File: src/rtl/watchdog_ctrl.sv
// Memory-mapped watchdog timer that flushes the pipeline and redirects the PC to TRAP_VECTOR on expiry.
// Optional early-warning interrupt is built when WDT_PREWARN_EN is defined.
module watchdog_ctrl #(
  parameter logic [31:0] BASE_ADDR    = 32'h0000_1000,
  parameter logic [31:0] TRAP_VECTOR  = 32'h0000_0100,
  parameter int          FLUSH_CYCLES = 2
) (
  input  logic        clk,
  input  logic        rst,
  input  logic        bus_we,
  input  logic        bus_re,
  input  logic [31:0] bus_addr,
  input  logic [31:0] bus_wdata,
  output logic [31:0] bus_rdata,
  output logic        Flush,
  output logic        trap_pc_sel,
  output logic [31:0] trap_pc,
  output logic        wdt_irq
);

  typedef enum logic [1:0] {DISABLED, RUNNING, FLUSHING, TRAPPED} state_t;

  localparam logic [31:0] KICK_KEY   = 32'h0000_5A5A;
  localparam logic [3:0]  FLUSH_LAST = 4'(FLUSH_CYCLES - 1);

  state_t      state, state_next;
  logic        ctrl_en;
  logic [31:0] load, load_next;
  logic [31:0] count, count_next;
  logic [3:0]  fcnt, fcnt_next;
  logic        status_expired;
  logic        status_warn;
  logic [31:0] warn;
  logic        set_expired;

  logic [31:0] off;
  logic        hit;
  logic        wr_ctrl, wr_kick, wr_load, wr_status;
  logic [31:0] rd_mux;

  // The window is word-aligned; anything else inside the range decodes as unmapped.
  assign off       = bus_addr - BASE_ADDR;
  assign hit       = (bus_addr >= BASE_ADDR) && (off <= 32'h14) && (off[1:0] == 2'b00);
  assign wr_ctrl   = bus_we && hit && (off[4:2] == 3'd0);
  assign wr_kick   = bus_we && hit && (off[4:2] == 3'd1);
  assign wr_load   = bus_we && hit && (off[4:2] == 3'd2);
  assign wr_status = bus_we && hit && (off[4:2] == 3'd4);

  assign load_next = wr_load ? ((bus_wdata == 32'd0) ? 32'd1 : bus_wdata) : load;
  assign trap_pc   = TRAP_VECTOR;

  always_comb begin
    rd_mux = 32'd0;
    case (off[4:2])
      3'd0:    rd_mux = {31'd0, ctrl_en};
      3'd2:    rd_mux = load;
      3'd3:    rd_mux = count;
      3'd4:    rd_mux = {30'd0, status_warn, status_expired};
      3'd5:    rd_mux = warn;
      default: rd_mux = 32'd0;
    endcase
  end

  always_comb begin
    state_next  = state;
    count_next  = count;
    fcnt_next   = fcnt;
    set_expired = 1'b0;
    Flush       = 1'b0;
    trap_pc_sel = 1'b0;
    case (state)
      DISABLED: begin
        count_next = load_next;
        if (wr_ctrl && bus_wdata[0]) begin
          state_next = RUNNING;
          count_next = load;
        end
      end
      RUNNING: begin
        // A valid kick beats expiry when both land in the same cycle.
        if (wr_ctrl && !bus_wdata[0]) begin
          state_next = DISABLED;
          count_next = load;
        end else if (wr_kick && bus_wdata == KICK_KEY) begin
          count_next = load;
        end else if (wr_kick || count == 32'd0) begin
          state_next  = FLUSHING;
          count_next  = 32'd0;
          fcnt_next   = 4'd0;
          set_expired = 1'b1;
        end else begin
          count_next = count - 32'd1;
        end
      end
      FLUSHING: begin
        Flush       = 1'b1;
        trap_pc_sel = (fcnt == 4'd0);
        count_next  = 32'd0;
        if (fcnt == FLUSH_LAST) state_next = TRAPPED;
        else                    fcnt_next  = fcnt + 4'd1;
      end
      TRAPPED: begin
        count_next = 32'd0;
        if (wr_status && bus_wdata[0]) begin
          state_next = ctrl_en ? RUNNING : DISABLED;
          count_next = load;
        end
      end
      default: state_next = DISABLED;
    endcase
  end

  always_ff @(posedge clk or negedge rst) begin
    if (!rst) begin
      state          <= DISABLED;
      ctrl_en        <= 1'b0;
      load           <= 32'h0000_FFFF;
      count          <= 32'h0000_FFFF;
      fcnt           <= 4'd0;
      status_expired <= 1'b0;
      bus_rdata      <= 32'd0;
    end else begin
      state     <= state_next;
      count     <= count_next;
      fcnt      <= fcnt_next;
      load      <= load_next;
      bus_rdata <= (bus_re && hit) ? rd_mux : 32'd0;
      if (wr_ctrl) ctrl_en <= bus_wdata[0];
      if (set_expired)                    status_expired <= 1'b1;
      else if (wr_status && bus_wdata[0]) status_expired <= 1'b0;
    end
  end

`ifdef WDT_PREWARN_EN
  logic wr_warn;
  logic warn_hit;

  assign wr_warn  = bus_we && hit && (off[4:2] == 3'd5);
  assign warn_hit = (state == RUNNING) && (count == warn) && (warn != 32'd0);
  assign wdt_irq  = status_warn;

  always_ff @(posedge clk or negedge rst) begin
    if (!rst) begin
      warn        <= 32'd0;
      status_warn <= 1'b0;
    end else begin
      if (wr_warn) warn <= bus_wdata;
      if (warn_hit)                       status_warn <= 1'b1;
      else if (wr_status && bus_wdata[1]) status_warn <= 1'b0;
    end
  end
`else
  assign warn        = 32'd0;
  assign status_warn = 1'b0;
  assign wdt_irq     = 1'b0;
`endif

endmodule

File: config.mk
export PLATFORM = sky130hd
export DESIGN_NAME = watchdog_ctrl
export DESIGN_NICKNAME = d
export VERILOG_FILES = /design/src/rtl/watchdog_ctrl.sv
export SDC_FILE = /design/constraint.sdc
export NUM_CORES = 1
export LEC_CHECK = 0
export CORE_ASPECT_RATIO = 0.5
export CORE_UTILIZATION = 39
export DETAILED_ROUTE_END_ITERATION = 8
export GPL_TIMING_DRIVEN = 1
export PLACE_DENSITY = 0.67
export SYNTH_ARGS = -nofsm -noshare
export SYNTH_HDL_FRONTEND = slang
export SYNTH_SLANG_ARGS = --single-unit
File: constraint.sdc
create_clock -name clk -period 2.13 [get_ports clk]
set_clock_uncertainty 0.15 [all_clocks]
set_input_delay 0.3195 -clock clk [delete_from_list [all_inputs] [get_ports clk]]
set_output_delay 0.3195 -clock clk [all_outputs]
set_load 0.05 [all_outputs]
==> impl_metrics.py, run 1 <==
metrics = {
    "status": {
        "status": "complete, but fails checks",
        "violations": "setup timing",
    },
    "floorplanning": {
        "rows": 31,
        "die_area_um2": 15500,
        "fp.coreArea_um2": 14500,
        "die_height_um": 88.6,
        "ios": 135,
        "die_width_um": 175,
        "start_util_pct": 40.2,
    },
    "setup_path": {
        "path_common_cell": "buf_4",
        "crit_arrival_ns": 2.47,
        "worstSetupStartpoint": "count[25]$_DFF_PN0_",
        "cp_slowest_stage_delay_ns": 0.54,
        "end_kind": "flip-flop",
        "crit_chain": "or4_4, or3_4, nor4_4, buf_4, nor2_2, buf_4, nand3_2, o221ai_1",
        "r2r_start": "count[25]$_DFF_PN0_",
        "slowest_stage": "or4_4",
        "start_kind": "flip-flop",
        "crit_type": "reg -> reg",
        "cp_max_fo": 19,
        "critical_path_buf_inv_count": 2,
        "worstPathRequired_ns": 2.19,
        "crit_family": "simple AND/OR/NAND/NOR gates",
    },
    "global_route": {
        "antenna_found_initial": 0,
        "grt_pass1_wl_um": 28900,
        "gr-usage-met1_pct": 33.0,
        "first_global_vias": 5420,
        "grt_max_degree": 39,
        "busiest_layer": "met2",
        "globalRoute.totalOverflow": 0,
        "met3_usage_pct": 4.73,
        "grt.met2_usage_pct": 40.4,
        "grt_usage_pct": 24.5,
    },
    "detailed_routing": {
        "drc": 0,
        "drt_iter0_drc": 462,
        "routed_wl_um": 18700,
        "detail-route-antenna-nets": 0,
        "via_per_inst": 5.47,
        "drtPass1Iterations": 5,
        "vias": 5631,
        "wire_per_inst_um": 18.1,
    },
    "power_and_ir_drop": {
        "leakagePower_uw": 0.00410,
        "power_density_nw_per_um2": 485,
        "irDropWorstVdd_uv": 356,
    },
    "timing": {
        "slew_headroom_pct": 64.9,
        "rsz0062_at_grt": "yes",
        "timing.fmax_mhz": 415,
        "hold_viol": 0,
        "worst_pin_slew_ns": 0.525,
        "slew_viol_final": 0,
        "period_share_pct": 113,
        "min_period_ns": 2.41,
        "holdWs_ns": 0.302,
        "setup_slack_ns": -0.282,
        "setup_viol": 40,
    },
    "clocking": {
        "cts-buffers-inserted": 9,
        "clk_pin_slew_ns": 0.07,
        "htree_levels": 3,
        "cts_buffer_depth": 2,
        "clock-sinks": 104,
        "clock_latency_ns": 0.36,
        "cts_root_buf": "clkbuf_16",
        "cts_tree": "done",
    },
    "logic_synthesis": {
        "synth_top_cell_area_share_pct": 30.8,
        "synthTopCellsByCount": "72 x dfrtp_1, 59 x nor2_1, 55 x inv_1",
        "synth_edf_count": 0,
        "ys_ff_latch": 104,
        "synth_area_leaders": "dfrtp_1 31%, dfstp_2 14%, mux2i_1 4.8%",
        "synth-main-ff-cell": "dfrtp_1",
        "ys_warn_count": 0,
        "ys_types": 63,
        "synth_seq_area_share_pct": 45.2,
        "yosys.cell_count.top_type": "dfrtp_1",
        "synthCells": 604,
        "synth_top_area_cell": "dfrtp_1",
        "syn_area_um2": 5850,
        "ys_async_sr_fraction_pct": 100,
        "avgSynthCellArea_um2": 9.68,
    },
    "placed_design": {
        "placed_cells": 995,
        "port_buffers": 101,
        "pre_cts_slack_ns": -0.858,
        "gp_congestion": 0.892,
        "dp_hpwl_um": 12900,
    },
    "final_layout": {
        "utilization_pct": 60.3,
        "instances_no_fill": 1029,
        "n_antenna_cell": 0,
        "area_growth_pct": 49.9,
        "nets": 898,
        "final_layout_size_suffix_gt1_share_pct": 36.1,
    },
    "min_path": {
        "hp-class": "in -> async",
    },
    "flow_run": {
        "cap_violations": 0,
    },
}
[state kept, by name (all words and copies together), names as in the netlist, named ones only]
signal and cells:
state 1, fcnt 4, load 32, bus_rdata 32, ctrl_en 1, status_expired 1, count 32
[where the power goes]
| part | internal, uW | switching, uW | leakage [uW] |
|---|---|---|---|
| Combinational | 188 | 300 | 0.00264 |
| Clock | 999 | 792 | 0.000157 |
| Sequential | 1980 | 0.0769 | 0.00131 |
[path summary, 6_finish.rpt]
check	to	slack, ns	cells past startpoint
setup / recovery	count[23]$_DFF_PN0_	-0.28	8
max in group asynchronous	load[12]$_DFF_PN1_	0.88	3
hold reg to reg	status_expired$_DFFE_PN0P_	0.34	1
hold / removal	bus_rdata[28]$_DFF_PN0_	0.30	2
setup reg to reg	count[23]$_DFF_PN0_	-0.28	8
min in group clk	status_expired$_DFFE_PN0P_	0.34	1
[per-layer routing]
metal / vias up / wire, um / part of all wire (%)
li1: 2544 / - / -
met5: - / 0 / 0
met3: 31 / 1450 / 7.8
met4: 0 / 321 / 1.7
met1: 2788 / 8160 / 44
met2: 268 / 8730 / 47
[per-stage QoR]
step | total power, uW | instance area [um2] | setup TNS, ns
6_report | 4250 | 8760 | -8.09
5_1_grt | 4390 | 8760 | -11.20
4_1_cts | 4280 | 8680 | -9.54
3_5_place_dp | 2500 | 7940 | -64.51
3_3_place_gp | 2490 | 7940 | -63.75
2_1_floorplan | 2240 | 6030 | -3.83
[final cells by class]
class / count / area (um2)
fill: 1191 / 5780
clock buffer: 10 / 250
clock inverter: 6 / 72.6
sequential: 104 / 2640
timing repair buffer: 243 / 2210
tap: 198 / 248
multi-input combinational: 413 / 3140
inverter: 55 / 206
[cells in the final DEF (no fill, tap or decap), drive strengths merged, types with 3 or more instances in the layout]
master,instances
a21o,3
a21oi,5
a221o,3
a22oi,34
and2,4
and3,4
buf,150
clkbuf,22
clkdlybuf4s50,67
conb,33
dfrtp,72
dfstp,32
dlygate4sd2,9
ha,4
inv,58
mux2,8
mux2i,28
nand2,27
nand3,35
nand3b,3
nand4,8
nor2,59
nor3,19
nor4,25
o211ai,12
o21ai,6
o221ai,20
or3,10
or4,5
xnor2,4
xor2,25
[logic make-up (layout without fill, tap and decap cells)]
| logic type | count (synthesis) | in the layout | share of synthesized area [%] |
|---|---|---|---|
| DFF | 104 | 104 | 45.2 |
| buffers and inverters | 118 | 314 | 10.4 |
| muxes | 36 | 36 | 6.34 |
| xor gates and xnor gates | 29 | 29 | 4.34 |
| and+or+nand+nor | 212 | 212 | 19.2 |
| adders and majority gates | 4 | 4 | 0.856 |
| AOI/OAI and AO/OA | 99 | 99 | 13.5 |
| other | 2 | 33 | 0.128 |
[repair_timing]
action                                  CTS  global route
endpoints found under the hold margin    29             0
hold buffers                              1             0
pin swaps                                33            17
buffers inserted                         13             4
endpoints found under the setup margin  104            97
cloned                                    3             0
gates resized for setup                 119            51
Note: power is estimated with default switching activity, not from simulation.
==> run 2, diff against run 1 <==
Settings changed: CAP_MARGIN set to 20.
==> results of run 2 <==
Same layout as run 1: the final DEF is identical, and so are final timing and power.
